**config.mk**
```make
export PLATFORM = sky130hd
export DESIGN_NAME = scan_sel_gen_flat
export DESIGN_NICKNAME = d
export VERILOG_FILES = /design/src/rtl/scan_pkg.sv /design/src/rtl/scan_sel_gen_if.sv /design/src/rtl/scan_sel_gen_next_pos_sel.sv /design/src/rtl/scan_sel_gen.sv /design/src/flat_wrapper.sv
export SDC_FILE = /design/constraint.sdc
export NUM_CORES = 1
export LEC_CHECK = 0
export ABC_AREA = 1
export CORE_MARGIN = 4
export CORE_UTILIZATION = 49
export CTS_CLUSTER_SIZE = 20
export DETAILED_ROUTE_END_ITERATION = 10
export PLACE_DENSITY = 0.73
export SETUP_SLACK_MARGIN = 0.2
export SYNTH_ARGS = -nofsm -noshare
export SYNTH_HDL_FRONTEND = slang
export SYNTH_HIERARCHICAL = 1
export SYNTH_SLANG_ARGS = --single-unit
```
**constraint.sdc**
```tcl
create_clock -name clk -period 1.1 [get_ports clk]
set_input_delay 0.165 -clock clk [delete_from_list [all_inputs] [get_ports clk]]
set_output_delay 0.165 -clock clk [all_outputs]
set_load 0.02 [all_outputs]
```
**src/rtl/scan_pkg.sv**
```systemverilog
// Shared definitions for the scan select generator.
//   state_t    : FSM encodings IDLE/ON/BLANK
//   NUM_POS    : number of decoder positions
//   SEL_W      : width of the position index
//   CNT_W      : width of the in-state cycle counter
//   first_set  : index of the lowest set bit in a position mask
package scan_pkg;

   localparam int NUM_POS = 4;
   localparam int SEL_W   = 2;
   localparam int CNT_W   = 8;

   typedef enum logic [1:0] {
      IDLE  = 2'b00,
      ON    = 2'b01,
      BLANK = 2'b10
   } state_t;

   // Returns 0 for an all-zero mask; callers only use it with a non-zero mask.
   function automatic logic [SEL_W-1:0] first_set(input logic [NUM_POS-1:0] m);
      logic [SEL_W-1:0] idx;
      idx = '0;
      // Descending scan so the lowest set bit is the last one written.
      for (int i = NUM_POS - 1; i >= 0; i--) begin
         if (m[i]) idx = SEL_W'(i);
      end
      return idx;
   endfunction

endpackage

```
**src/rtl/scan_sel_gen_if.sv**
```systemverilog
// Control/output bundle between a scan controller and the select generator.
//   run         : 1 = scan, 0 = stop and blank
//   digit_mask  : positions taking part in the scan
//   enable      : active-low decoder enable
//   sel         : position index presented to the decoder
//   frame_done  : one-cycle pulse on wrap to the lowest enabled position
// master drives run/digit_mask; slave (the generator) drives the rest.
interface scan_sel_gen_if;
   import scan_pkg::*;

   logic               run;
   logic [NUM_POS-1:0] digit_mask;
   logic               enable;
   logic [SEL_W-1:0]   sel;
   logic               frame_done;

   modport master (
      output run, digit_mask,
      input  enable, sel, frame_done
   );

   modport slave (
      input  run, digit_mask,
      output enable, sel, frame_done
   );

endinterface

```
**src/rtl/scan_sel_gen_next_pos_sel.sv**
```systemverilog
// Combinational next-position search.
//   cur   : currently selected position
//   mask  : enabled positions
//   nxt   : lowest enabled position strictly above cur, else lowest enabled
//   wrap  : 1 when the search wrapped around to the lowest enabled position
module next_pos_sel
   import scan_pkg::*;
(
   input  logic [SEL_W-1:0]   cur,
   input  logic [NUM_POS-1:0] mask,
   output logic [SEL_W-1:0]   nxt,
   output logic               wrap
);

   always_comb begin
      nxt  = first_set(mask);
      wrap = 1'b1;
      // Descending priority search: the lowest qualifying index wins.
      for (int i = NUM_POS - 1; i >= 0; i--) begin
         if (mask[i] && (SEL_W'(i) > cur)) begin
            nxt  = SEL_W'(i);
            wrap = 1'b0;
         end
      end
   end

endmodule

```
**src/rtl/scan_sel_gen.sv**
```systemverilog
// Sequential select/enable generator feeding a 2-to-4 active-low decoder.
// Walks sel over the enabled positions, holding each one active (enable=0)
// for PRESCALE cycles followed by BLANK_CYCLES blanking cycles (enable=1).
//   clk, rst : clock, synchronous active-high reset
//   bus      : slave side of scan_sel_gen_if (run/digit_mask in,
//              enable/sel/frame_done out, all registered)
module scan_sel_gen
   import scan_pkg::*;
#(
   parameter int PRESCALE     = 4,   // 1..255
   parameter int BLANK_CYCLES = 1    // 0..255
)(
   input  logic           clk,
   input  logic           rst,
   scan_sel_gen_if.slave  bus
);

   localparam logic [CNT_W-1:0] ON_LAST    = CNT_W'(PRESCALE - 1);
   // BLANK is unreachable when BLANK_CYCLES==0; clamp to keep the constant legal.
   localparam logic [CNT_W-1:0] BLANK_LAST = (BLANK_CYCLES == 0) ? '0 : CNT_W'(BLANK_CYCLES - 1);

   state_t           state;
   logic [CNT_W-1:0] cnt;
   logic [SEL_W-1:0] sel_q;
   logic             enable_q;
   logic             frame_done_q;

   logic [SEL_W-1:0] nxt_sel;
   logic             nxt_wrap;
   logic             stop;

   next_pos_sel u_next (
      .cur  (sel_q),
      .mask (bus.digit_mask),
      .nxt  (nxt_sel),
      .wrap (nxt_wrap)
   );

   // Dropping run or emptying the mask both abort the scan and blank the decoder.
   assign stop = !bus.run || (bus.digit_mask == '0);

   always_ff @(posedge clk) begin
      if (rst) begin
         state        <= IDLE;
         sel_q        <= '0;
         enable_q     <= 1'b1;
         frame_done_q <= 1'b0;
         cnt          <= '0;
      end else begin
         frame_done_q <= 1'b0;
         case (state)
            IDLE: begin
               enable_q <= 1'b1;
               if (!stop) begin
                  state    <= ON;
                  enable_q <= 1'b0;
                  sel_q    <= first_set(bus.digit_mask);
                  cnt      <= '0;
               end
            end

            ON: begin
               if (stop) begin
                  state    <= IDLE;
                  enable_q <= 1'b1;
                  cnt      <= '0;
               end else if (cnt == ON_LAST) begin
                  cnt <= '0;
                  if (BLANK_CYCLES > 0) begin
                     state    <= BLANK;
                     enable_q <= 1'b1;
                  end else begin
                     // No blanking: hop straight to the next position.
                     sel_q        <= nxt_sel;
                     frame_done_q <= nxt_wrap;
                     enable_q     <= 1'b0;
                  end
               end else begin
                  cnt <= cnt + 1'b1;
               end
            end

            BLANK: begin
               if (stop) begin
                  state    <= IDLE;
                  enable_q <= 1'b1;
                  cnt      <= '0;
               end else if (cnt == BLANK_LAST) begin
                  state        <= ON;
                  sel_q        <= nxt_sel;
                  frame_done_q <= nxt_wrap;
                  enable_q     <= 1'b0;
                  cnt          <= '0;
               end else begin
                  cnt <= cnt + 1'b1;
               end
            end

            default: begin
               state    <= IDLE;
               enable_q <= 1'b1;
               cnt      <= '0;
            end
         endcase
      end
   end

   assign bus.enable     = enable_q;
   assign bus.sel        = sel_q;
   assign bus.frame_done = frame_done_q;

endmodule

```
**src/flat_wrapper.sv**
```systemverilog
// flat-port wrapper written by rule: the top's interface ports become plain ports
module scan_sel_gen_flat import scan_pkg::*;
#(
   parameter int PRESCALE     = 4,            
   parameter int BLANK_CYCLES = 1             
)
  (clk, rst, bus_run, bus_digit_mask, bus_enable, bus_sel, bus_frame_done);
  scan_sel_gen_if bus_i ();
  input  logic clk;
  input  logic rst;
  input wire logic [$bits(bus_i.run)-1:0] bus_run;
  input wire logic [$bits(bus_i.digit_mask)-1:0] bus_digit_mask;
  output wire logic [$bits(bus_i.enable)-1:0] bus_enable;
  output wire logic [$bits(bus_i.sel)-1:0] bus_sel;
  output wire logic [$bits(bus_i.frame_done)-1:0] bus_frame_done;
  assign bus_i.run = bus_run;
  assign bus_i.digit_mask = bus_digit_mask;
  assign bus_enable = bus_i.enable;
  assign bus_sel = bus_i.sel;
  assign bus_frame_done = bus_i.frame_done;
  scan_sel_gen #(.PRESCALE(PRESCALE), .BLANK_CYCLES(BLANK_CYCLES)) u_core (.clk(clk), .rst(rst), .bus(bus_i));
endmodule
```
## Yosys cells after proc, flatten, opt, wreduce, memory -nomap -nowiden

Cells that the tools add are included.

| word-level totals | value |
|---|---|
| register bits | 14 |
| bits in latches | 0 |
| memory bits (writable) | 0 |
| bits in read-only memories | 0 |
| input port bits | 7 |
| output and inout port bits | 4 |
| word-level logic and storage cells | 65 |
| memories | 0 |

| operators by class | value |
|---|---|
| add/subtract/negate cells | 1 |
| multiply operators | 0 |
| divide/modulo/power cells | 0 |
| order comparisons | 4 |
| equality and inequality tests | 8 |
| shift operators | 0 |
| multiplexer cells | 31 |
| bitwise operators | 2 |
| reductions and logical operators | 14 |

Operators with widths:

| cell | number |
|---|---|
| $mux 8 | 5 |
| $mux 2 | 16 |
| $pmux 8 s3 | 1 |
| $add 8x1->8 const B | 1 |
| $eq 8x2->1 const B | 1 |
| $logic_not 8->1 | 1 |
| $reduce_or 7->1 | 1 |
| $mux 1 | 6 |
| $ne 3x1->1 const B | 2 |
| $pmux 2 s3 | 1 |
| $gt 1x2->1 const A | 2 |
| $gt 2x2->1 const A | 2 |
| $logic_and 1x1->1 | 4 |
| $logic_not 4->1 | 1 |
| $ne 2x2->1 const B | 2 |
| $pmux 2 s2 | 1 |
| $reduce_and 4->1 | 1 |
| $pmux 1 s3 | 1 |
| $reduce_and 3->1 | 1 |
| $eq 2x1->1 const B | 1 |
| $eq 2x2->1 const B | 1 |
| $logic_not 2->1 | 1 |
| $ne 2x1->1 const B | 1 |
| $not 1->1 | 2 |
| other kinds (4) | 4 |

## Logic depth before layout (Yosys ltp)

| logic depth | value |
|---|---|
| depth in word-level cells | 11 |
| depth in mapped cells | 11 |

## Hierarchy

The synthesis kept the hierarchy.

Modules (own cells, without submodules):

| module | instances | cells each | area an instance (sq um) | seq. area each (sq um) |
|---|---|---|---|---|
| scan_sel_gen | 1 | 134 | 939.7 | 280.3 |
| next_pos_sel | 1 | 21 | 87.6 | 0.0 |

## Least setup slack after synthesis

No wires, ideal clock.

| path | value |
|---|---|
| path kind | reg2reg |
| start point | reg u_core.cnt[0] |
| end point | reg u_core.cnt[4] |
| arrival time | 1.154 ns |
| setup slack | -0.170 ns |
| cell stages (with the launch flop) | 9 |
| buffers on the path | 0 |
| period minus slack after synthesis | 1.270 ns |
| cells stage by stage | dfxtp_1 ha_1 inv_1 nor2_1 nand2_1 nand2_2 nand3_2 nand2_4 nor2_1 |

| on the way | value |
|---|---|
| cells in the longest elaborated chain, start to end | 4 |
| elaborated cells on any way between the ends | 8 |
| classes of those cells | add/sub (1); eq/ne (1); mux (5); reduce/logical (1) |

Ends and longest elaborated chain:

| element | RTL line | RTL |
|---|---|---|
| start, declared | scan_sel_gen.sv:23 | `logic [CNT_W-1:0] cnt;` |
| start signal, assigned | scan_sel_gen.sv:79 | `cnt <= cnt + 1'b1;` |
| start signal, assigned | scan_sel_gen.sv:95 | `cnt <= cnt + 1'b1;` |
| $add 8x1->8, or another cell as far along | scan_sel_gen.sv:79, scan_sel_gen.sv:95 |  |
| $mux 8, on equally long branches | scan_sel_gen.sv:88, scan_sel_gen.sv:67 |  |
| $mux 8, on equally long branches | scan_sel_gen.sv:84, scan_sel_gen.sv:63 |  |
| $pmux 8 s3 * | scan_sel_gen.sv:51 | `case (state)` |

Every way passes the cells marked *; elsewhere a longest branch is shown, timed or not.
A chain may end at the register's enable or synchronous reset.

## Worst setup path after layout

| path | value |
|---|---|
| start point | reg u_core.cnt[0] |
| end point | reg u_core.cnt[3] |

The elaborated chain is that of the path after synthesis.

==> flow_summary.ini <==
[synthesis]
yosys.area.top_type_share_pct = 27.3
syn-num-nets = 168
synth_top_cell_by_area = dfxtp_1
postSynthCellCount = 155
syn_area_um2 = 1030
ys_seq_area_share_pct = 27.3
yosys_warnings = 6
syn_area_per_cell_um2 = 6.63
synthTopCellsByArea = dfxtp_1, nand2_1, inv_1
ys_types = 24
ys_seq_elements = 14

[floorplan]
design.core.area_um2 = 1980
die_height_um = 53.8
io_pins = 11
rows = 16
initial_core_util_pct = 51.8
fp.dieW_um = 53.8
die-area_um2 = 2890

[detailed_routing]
routed_wl_mm = 3.02
drtAntennaViolNets = 0
wire_per_inst_um = 13.5
highest_layer = met4
wl_met2_mm = 1.58
firstDrtPassIters = 4
vias_per_cell = 5.02
drcViolationCount = 0
drtIter0Drc = 14
drt-met1-wl_mm = 1.23
wl_met3_um = 104
vias = 1124

[setup_path]
path_max_fanout = 8
critical_path.max_stage_delay_ns = 0.39
critPathRequiredTime_ns = 1.28
start_kind = flip-flop
path_cells = ha_4 -> inv_1 -> nor2_2 -> nand2_2 -> nand2_4 -> nand3_4 -> nand2_8 -> nor3_4
end_kind = flip-flop
crit_type = reg2reg
crit_slowest_cell = dfxtp_4
crit_arrival_ns = 1.51

[outcome]
run_status = finished with violations
violations = negative setup slack

[place]
dp_hpwl_mm = 1.77
pre_cts_slack_ns = -0.565
gp_congestion = 0.788
numPortBuffers = 10

[sta]
grt_setup_unrepaired = yes
finalCriticalPeriod_ns = 1.33
worst_slew_pin_slew_ns = 0.330
timing_hold_violations_final = 0
setup-violations-final = 14
period_share_pct = 121
finClkSkew_ns = 0.00402
fmax_mhz = 753
report.final.slew_viol_count = 0
layout_setup_ws_ns = -0.227
slew_headroom_pct = 77.8

[layout]
drive_gt1_share_pct = 46.7
syn_to_final_growth_pct = 56.3
insertedDiodeCount = 0
final_nets = 211

[clocking]
cts.sinks = 14
cts_root_buf = clkbuf_4
cts_tree = done
clkTransAtPathRegs_ns = 0.09
clk_path_buf_depth = 2
h-tree-depth = 1
cts_buffers = 3
clk_latency_ns = 0.29

[global_route]
gr-total-overflow = 0
grt_pass1_vias = 1096
grt_usage_pct = 21.9
grt_first_pass_wirelength_mm = 4.51
antenna_found_initial = 0
grt_start_max_net_pins = 11

[power_and_ir_drop]
finalPower_mw = 2.85
p_leak_nw = 0.756
ir_drop_mv = 1.83
powerDensity_nw_per_um2 = 1780

[worst_hold_path]
hold_class = in2reg

[run]
cap_violations = 0
## cell families (layout without fill, tap and decap cells)
logic type	Yosys count	in the layout	share of synthesized area [%]
simple gates	87	87	43.0
buf+inv	34	76	13.3
flops	14	14	27.3
compound gates	13	13	8.28
fa+ha+maj	6	6	7.31
xor+xnor	1	1	0.853
## report_power, final
group	internal, mW	total, mW	switching, mW
Combinational	0.780	1.73	0.948
Sequential	0.620	0.731	0.111
Clock	0.202	0.391	0.189
Total	1.60	2.85	1.25
## final timing paths
| path | start | to | slack (ns) | depth (start not counted) |
|---|---|---|---|---|
| max | u_core/cnt[0] | u_core/cnt[3] | -0.23 | 8 |
| min | bus_run | u_core/bus.frame_done | 0.26 | 3 |
| max reg2reg | u_core/cnt[0] | u_core/cnt[3] | -0.23 | 8 |
| min reg2reg | u_core/bus.sel[1] | u_core/bus.sel[1] | 0.54 | 2 |
## per-layer routing
metal	global-route usage [%]	vias to the layer above
li1	-	562
met1	22.8	524
met2	41.5	25
met3	3.60	13
met4	10.6	0
met5	0	-
## area by class of cell
type	count	area [um^2]
multi-input cells	107	773
fillers	119	377
repair buffers	40	339
flip-flops and latches	14	300
inverters	32	123
clock buffers	4	36.3
well taps	27	33.8
## flip-flops by register name, indices dropped and copies added, names as in the netlist
name                   cells
u_core/bus.sel             2
u_core/cnt                 8
u_core/state               2
u_core/bus.frame_done      1
u_core/bus.enable          1
## synthesized netlist by cell type
library cell	n
inv_1	29
inv_2	3
nand4_1	2
o21ai_1	2
nand2_2	4
o21bai_1	1
xor2_1	1
nand2_4	2
o21ai_0	1
nor2_1	20
a21oi_2	4
buf_6	1
ha_1	6
nor2_2	2
nor3_1	2
a22oi_1	1
nand3_1	5
nor4_1	1
nand3_2	5
nand2_1	38
dfxtp_1	14
nor3_2	6
buf_2	1
a21oi_1	4
## through the flow
step	setup TNS [ns]	hold WS, ns	cells	cell area, um^2	util (%)
CTS	-2.62	0.522	224	1540	77.8
floorplan	-1.09	0.331	155	1080	-
global placement	-6.28	0.463	212	1360	68.5
finish	-2.77	0.262	224	1610	81.0
detailed placement	-6.84	0.465	212	1360	68.5
global route	-3.75	0.284	224	1610	81.0
## cells in the final DEF, fill, tap and decap left out, drive strengths merged, types with 2 or more instances in the layout
master | synthesis | routed
nand3 | 10 | 10
inv | 32 | 32
dlygate4sd2 | 0 | 2
clkbuf | 0 | 4
buf | 2 | 34
a21oi | 8 | 8
dlymetal6s2s | 0 | 3
dfxtp | 14 | 14
nor2 | 22 | 22
nand4 | 2 | 2
nand2 | 44 | 44
ha | 6 | 6
o21ai | 3 | 3
nor3 | 8 | 8
## worst max-delay path: cells and delay by family (launching register included)
kind                       cells  cell delay (ns)
DFF                            1             0.39
and+or+nand+nor                6             0.64
adders and majority gates      1             0.14
buffers and inverters          1             0.05
## timing repair
item | 4_1_cts | 5_1_grt
hold buffers | 0 | 0
endpoints found under the setup margin | 18 | 18
gates resized for setup | 46 | 18
pin swaps | 12 | 9
buffers inserted | 8 | 0
Note: power is estimated with default switching activity, not from simulation.
